$ cat src/rtl/sdm_ratio_gen_if.sv
// Control bus of sdm_ratio_gen: update strobe, ratio inputs and registered P/S outputs.
interface sdm_ratio_gen_if #(
    parameter int unsigned P_WIDTH = 5,
    parameter int unsigned S_WIDTH = 3,
    parameter int unsigned F_WIDTH = 8
);
    logic                       LDi;
    logic [P_WIDTH+S_WIDTH-1:0] Ni;
    logic [F_WIDTH-1:0]         Fi;
    logic [P_WIDTH-1:0]         Pi;
    logic [S_WIDTH-1:0]         Si;
    logic                       Vo;
    logic                       ERRo;

    modport master (output LDi, Ni, Fi, input Pi, Si, Vo, ERRo);
    modport slave  (input LDi, Ni, Fi, output Pi, Si, Vo, ERRo);
endinterface

$ cat src/rtl/sdm_ratio_gen.sv
// MASH 1-1-1 ratio generator producing P/S counts for a dual-modulus divider.
// Optional macro SDM_RATIO_GEN_DITHER_EN adds a 15-bit LFSR carry-in dither on stage 1.
module sdm_ratio_gen #(
    parameter int unsigned P_WIDTH = 5,
    parameter int unsigned S_WIDTH = 3,
    parameter int unsigned F_WIDTH = 8
) (
    input  logic                 Fin,
    input  logic                 rst,
    sdm_ratio_gen_if.slave       bus
);
    localparam int unsigned NW = P_WIDTH + S_WIDTH;

    typedef enum logic {ST_INIT, ST_RUN} state_e;

    state_e               state_q;
    logic [F_WIDTH-1:0]   acc1_q, acc2_q, acc3_q;
    logic                 c2_d1_q, c3_d1_q, c3_d2_q;
    logic [P_WIDTH-1:0]   pi_q;
    logic [S_WIDTH-1:0]   si_q;
    logic                 vo_q, err_q;

    logic [F_WIDTH:0]     s1, s2, s3;
    logic [F_WIDTH-1:0]   acc1_d, acc2_d, acc3_d;
    logic                 c1, c2, c3;
    logic                 cin;
    logic signed [3:0]    corr;
    logic signed [NW+1:0] ntot_d;
    logic [NW-1:0]        nclamp_d;
    logic                 clamped_d;
    logic [P_WIDTH-1:0]   pi_d, init_pi;
    logic [S_WIDTH-1:0]   si_d, init_si;
    logic                 err_d, init_err;

`ifdef SDM_RATIO_GEN_DITHER_EN
    logic [14:0] lfsr_q, lfsr_d;
    assign cin    = lfsr_q[0];
    assign lfsr_d = {lfsr_q[13:0], lfsr_q[14] ^ lfsr_q[13]};
`else
    assign cin = 1'b0;
`endif

    always_comb begin
        s1     = {1'b0, acc1_q} + {1'b0, bus.Fi} + {{F_WIDTH{1'b0}}, cin};
        c1     = s1[F_WIDTH];
        acc1_d = s1[F_WIDTH-1:0];
        s2     = {1'b0, acc2_q} + {1'b0, acc1_d};
        c2     = s2[F_WIDTH];
        acc2_d = s2[F_WIDTH-1:0];
        s3     = {1'b0, acc3_q} + {1'b0, acc2_d};
        c3     = s3[F_WIDTH];
        acc3_d = s3[F_WIDTH-1:0];

        corr = $signed({3'b000, c1}) + $signed({3'b000, c2}) - $signed({3'b000, c2_d1_q})
             + $signed({3'b000, c3}) - $signed({2'b00, c3_d1_q, 1'b0}) + $signed({3'b000, c3_d2_q});
        ntot_d = $signed({2'b00, bus.Ni}) + $signed({{(NW-2){corr[3]}}, corr});

        // Sign bit flags underflow; bit NW flags overflow past the largest ratio.
        clamped_d = 1'b1;
        if (ntot_d[NW+1]) begin
            nclamp_d = '0;
        end else if (ntot_d[NW]) begin
            nclamp_d = '1;
        end else begin
            nclamp_d  = ntot_d[NW-1:0];
            clamped_d = 1'b0;
        end
        pi_d  = nclamp_d[NW-1:S_WIDTH];
        si_d  = nclamp_d[S_WIDTH-1:0];
        err_d = clamped_d | ({{P_WIDTH{1'b0}}, si_d} > {{S_WIDTH{1'b0}}, pi_d});

        init_pi  = bus.Ni[NW-1:S_WIDTH];
        init_si  = bus.Ni[S_WIDTH-1:0];
        init_err = {{P_WIDTH{1'b0}}, init_si} > {{S_WIDTH{1'b0}}, init_pi};
    end

    always_ff @(posedge Fin) begin
        if (rst) begin
            state_q <= ST_INIT;
            acc1_q  <= '0;
            acc2_q  <= '0;
            acc3_q  <= '0;
            c2_d1_q <= 1'b0;
            c3_d1_q <= 1'b0;
            c3_d2_q <= 1'b0;
            pi_q    <= '0;
            si_q    <= '0;
            vo_q    <= 1'b0;
            err_q   <= 1'b0;
`ifdef SDM_RATIO_GEN_DITHER_EN
            lfsr_q  <= 15'h0001;
`endif
        end else begin
            case (state_q)
                ST_INIT: begin
                    // First edge out of reset loads the plain Ni split; modulator state is untouched.
                    pi_q    <= init_pi;
                    si_q    <= init_si;
                    err_q   <= init_err;
                    vo_q    <= 1'b1;
                    state_q <= ST_RUN;
                end
                default: begin
                    vo_q <= bus.LDi;
                    if (bus.LDi) begin
                        acc1_q  <= acc1_d;
                        acc2_q  <= acc2_d;
                        acc3_q  <= acc3_d;
                        c2_d1_q <= c2;
                        c3_d2_q <= c3_d1_q;
                        c3_d1_q <= c3;
                        pi_q    <= pi_d;
                        si_q    <= si_d;
                        err_q   <= err_d;
`ifdef SDM_RATIO_GEN_DITHER_EN
                        lfsr_q  <= lfsr_d;
`endif
                    end
                end
            endcase
        end
    end

    assign bus.Pi   = pi_q;
    assign bus.Si   = si_q;
    assign bus.Vo   = vo_q;
    assign bus.ERRo = err_q;
endmodule
$ cat src/flat_wrapper.sv
// flat-port wrapper written by rule: the top's interface ports become plain ports
module sdm_ratio_gen_flat 
#(
    parameter int unsigned P_WIDTH = 5,
    parameter int unsigned S_WIDTH = 3,
    parameter int unsigned F_WIDTH = 8
)
  (Fin, rst, bus_LDi, bus_Ni, bus_Fi, bus_Pi, bus_Si, bus_Vo, bus_ERRo);
  sdm_ratio_gen_if #(.P_WIDTH(P_WIDTH), .S_WIDTH(S_WIDTH), .F_WIDTH(F_WIDTH)) bus_i ();
  input  logic Fin;
  input  logic rst;
  input wire logic [$bits(bus_i.LDi)-1:0] bus_LDi;
  input wire logic [$bits(bus_i.Ni)-1:0] bus_Ni;
  input wire logic [$bits(bus_i.Fi)-1:0] bus_Fi;
  output wire logic [$bits(bus_i.Pi)-1:0] bus_Pi;
  output wire logic [$bits(bus_i.Si)-1:0] bus_Si;
  output wire logic [$bits(bus_i.Vo)-1:0] bus_Vo;
  output wire logic [$bits(bus_i.ERRo)-1:0] bus_ERRo;
  assign bus_i.LDi = bus_LDi;
  assign bus_i.Ni = bus_Ni;
  assign bus_i.Fi = bus_Fi;
  assign bus_Pi = bus_i.Pi;
  assign bus_Si = bus_i.Si;
  assign bus_Vo = bus_i.Vo;
  assign bus_ERRo = bus_i.ERRo;
  sdm_ratio_gen #(.P_WIDTH(P_WIDTH), .S_WIDTH(S_WIDTH), .F_WIDTH(F_WIDTH)) u_core (.Fin(Fin), .rst(rst), .bus(bus_i));
endmodule
$ cat config.mk
export PLATFORM = sky130hd
export DESIGN_NAME = sdm_ratio_gen_flat
export DESIGN_NICKNAME = d
export VERILOG_FILES = /design/src/rtl/sdm_ratio_gen_if.sv /design/src/rtl/sdm_ratio_gen.sv /design/src/flat_wrapper.sv
export SDC_FILE = /design/constraint.sdc
export NUM_CORES = 1
export LEC_CHECK = 0
export CORE_MARGIN = 10
export CORE_UTILIZATION = 60
export DETAILED_ROUTE_END_ITERATION = 7
export MAX_ROUTING_LAYER = met4
export PLACE_DENSITY_LB_ADDON = 0.05
export SLEW_MARGIN = 20
export SYNTH_ARGS = -nofsm -noshare
export SYNTH_HDL_FRONTEND = slang
export SYNTH_SLANG_ARGS = --single-unit
$ cat constraint.sdc
create_clock -name Fin -period 11.5 [get_ports Fin]
set_input_delay 1.15 -clock Fin [delete_from_list [all_inputs] [get_ports Fin]]
set_output_delay 1.15 -clock Fin [all_outputs]
set_load 0.01 [all_outputs]
==> flow_summary.yaml <==
run_status:
  run_status: "finished clean"
worst_setup_path:
  r2r_setup_slack_ns: 4.09
  slowest_stage: "o211ai_2"
  crit_family: "adder cells"
  critPathLaunchType: "primary input"
  crit_fanout: 13
  critPathKind: "primary input to flop"
  timing.rr.start: "u_core.acc1_q[0]$_SDFFE_PP0P_"
  arrival_ns: 8.63
  slowest_delay_ns: 0.47
  r2r_cells: 33
  crit_path_frequent_cell: "ha_1"
  r2r_end: "u_core.bus.ERRo$_SDFFE_PP0P_"
  critPathBufInv: 4
  worstSetupEndpointType: "flop"
  cp.required_ns: 11.72
sta:
  final_hold_viol_count: 0
  rsz0062_at_grt: "no"
  report.final.slew_viol_count: 0
  finClkSkew_ns: 0.00702
  tns_ns: 0
  relSlewSlack: 0.365
  worst_pin_slew_ns: 0.951
  fmax_mhz: 119
  setup_violations: 0
  fin_crit_ns: 8.41
  fin_crit_sh: 0.731
global_routing:
  grt_util_all_layers: 0.180
  antenna_found_initial: 0
  grt.overflow.total: 0
  grt_pass1_wl_um: 12500
  grt_pass1_vias: 2535
  grt_max_degree: 36
final_layout:
  seq_area_um2: 761
  layout.nets: 483
  n_fill_cell: 457
  multi_input_area_mm2: 0.00220
  diodes: 0
  synthToLayoutAreaGrowth_pct: 11.1
  drive_gt1_frac: 0.0478
floorplan:
  ioPinCount: 29
  die_h_um: 93.0
  rows: 26
  die-area_mm2: 0.00864
  fp.dieW_um: 93.0
  initial_core_util: 0.621
  coreArea_mm2: 0.00514
clocking:
  cts_tree: "done"
  clock-root-buffer: "clkbuf_8"
  cts_resized: 0
  cts_max_level: 2
  cts_made_buffers: 5
  postCtsSetupRepairBufs: 0
  clk_latency_ns: 0.30
  cts_hold_buffers: 0
  clock_sinks: 38
  path_clk_slew_ns: 0.08
  clock_path_buffers: 2
synth:
  ys_warn_count: 0
  synthCells: 400
  synthArstFlopShare: 0
  ys_seq_area_frac: 0.238
  syn-mean-instance-area_um2: 7.99
  synth_cell_types: 54
  synth_area_leaders: "dfxtp_1 (24%), ha_1 (16%), nand2_1 (7.2%), a21oi_1 (6.4%), xnor2_1 (4.7%)"
  synth_flop_cell: "dfxtp_1"
  synth_edf_count: 0
  ys_ff_latch: 38
  syn_nets: 466
  synth.most_common_cell: "nand2_1"
  synth_top_area_frac: 0.238
  synthTopCellsByCount: "nand2_1 (61), a21oi_1 (41), ha_1 (41)"
  yosys.area.top_type: "dfxtp_1"
  syn_area_mm2: 0.00319
drt:
  firstDrtPassIters: 5
  wire_per_inst_um: 15.3
  viasPerCell: 5.78
  wirelength_um: 7450
  antenna_left: 0
  vias: 2820
  drt_iter0_drc: 124
  drc: 0
hold_path:
  whs_path_depth: 2
  hp-class: "flop to flop"
  hold_path_end: "u_core.c3_d2_q$_SDFFE_PP0P_"
  worstHoldStart: "u_core.c3_d2_q$_SDFFE_PP0P_"
place:
  routabilityCongestion: 0.937
  io_buffers: 28
  hpwl_um: 5590
power_and_ir_drop:
  ir_drop_mv: 0.0723
  p_per_area_mw_per_mm2: 152
  leakage_nw: 1.58
  power_mw: 0.538
run:
  drv_cap: 0
==> worst max path at each step <==
stage / slack (ns) / end / cells after the start / from
floorplan: 4.06 / u_core.bus.ERRo$_SDFFE_PP0P_ / 35 / bus_Fi[0]
global placement: 3.21 / u_core.bus.ERRo$_SDFFE_PP0P_ / 35 / bus_Fi[0]
detailed placement: 2.87 / u_core.bus.ERRo$_SDFFE_PP0P_ / 35 / bus_Fi[0]
CTS: 3.14 / u_core.bus.ERRo$_SDFFE_PP0P_ / 35 / bus_Fi[0]
global route: 2.50 / u_core.bus.ERRo$_SDFFE_PP0P_ / 33 / bus_Fi[0]
finish: 3.09 / u_core.bus.ERRo$_SDFFE_PP0P_ / 34 / bus_Fi[0]
==> flip-flops by register name, indices dropped and copies added (netlist names) <==
signal	count
u_core.acc1_q	8
u_core.acc2_q	8
u_core.acc3_q	8
u_core.bus.Pi	5
u_core.bus.Si	3
u_core.bus.ERRo	1
u_core.bus.Vo	1
u_core.c2_d1_q	1
u_core.c3_d1_q	1
u_core.c3_d2_q	1
u_core.state_q	1
==> routing by layer <==
layer,vias to the layer above,routed length [um],GRT usage
met1,1279,3700,0.256
met4,0,114,0.0591
met5,-,0,-
met2,87,3060,0.241
met3,11,578,0.0436
li1,1443,-,-
==> report_power, final <==
group | leakage, nW | internal (mW) | switching, mW
clock network | 0.0472 | 0.0482 | 0.0491
registers | 0.313 | 0.146 | 0.00948
logic | 1.22 | 0.125 | 0.160
==> stage by stage <==
| stage | area [um^2] | cells | worst slack, ns | utilization | hold slack [ns] |
|---|---|---|---|---|---|
| 6_report | 3550 | 488 | 3.09 | 0.691 | 0.462 |
| 3_5_place_dp | 3450 | 480 | 2.87 | 0.672 | 0.454 |
| 4_1_cts | 3550 | 488 | 3.14 | 0.691 | 0.465 |
| 2_1_floorplan | 3190 | 400 | 4.06 | - | 0.436 |
| 3_3_place_gp | 3450 | 480 | 3.21 | 0.672 | 0.442 |
| 5_1_grt | 3550 | 488 | 2.50 | 0.691 | 0.478 |
==> cell type report <==
| type | instances | share of cell area |
|---|---|---|
| Clock inverter | 2 | 0.00352 |
| Multi-Input combinational cell | 312 | 0.619 |
| Inverter | 30 | 0.0317 |
| Timing Repair Buffer | 30 | 0.0832 |
| Tap cell | 70 | 0.0247 |
| Sequential cell | 38 | 0.214 |
| Clock buffer | 6 | 0.0233 |
==> cells in the final DEF, fill, tap and decap left out, types with 2 or more instances in the layout <==
master / count
nand2_1: 61
a21oi_1: 41
ha_1: 41
dfxtp_1: 38
inv_1: 30
clkdlybuf4s50_1: 28
nor2_1: 26
xnor2_1: 17
o21ai_0: 13
a21o_1: 11
xor2_1: 8
a311oi_1: 8
nand3_1: 6
o21ai_1: 6
fa_1: 6
clkbuf_8: 6
nor3_1: 5
o21bai_1: 5
nand2b_1: 5
o211ai_1: 5
and3_1: 3
o41ai_1: 3
o2111ai_1: 3
a211oi_1: 3
a221o_1: 2
a22o_1: 2
a31oi_1: 2
or2b_2: 2
o211a_1: 2
o21a_1: 2
nor2b_1: 2
buf_4: 2
==> cell families (layout without fill, tap and decap cells) <==
logic type               count (synthesis)  after routing  synth area share
AND/OR/NAND/NOR                        121            121             0.169
AO/OA/AOI/OAI                          119            119             0.251
buffers and inverters                   50             68            0.0744
adder cells (fa/ha/maj)                 47             47             0.198
XOR/XNOR                                25             25            0.0685
flip-flops                              38             38             0.238
==> tightest hold or removal path, stage by stage (launching register included) <==
cell and delay [ns]:
dfxtp_1 0.31, nand2_1 0.05, a21oi_1 0.06
Power figures use the tool's default switching activity.
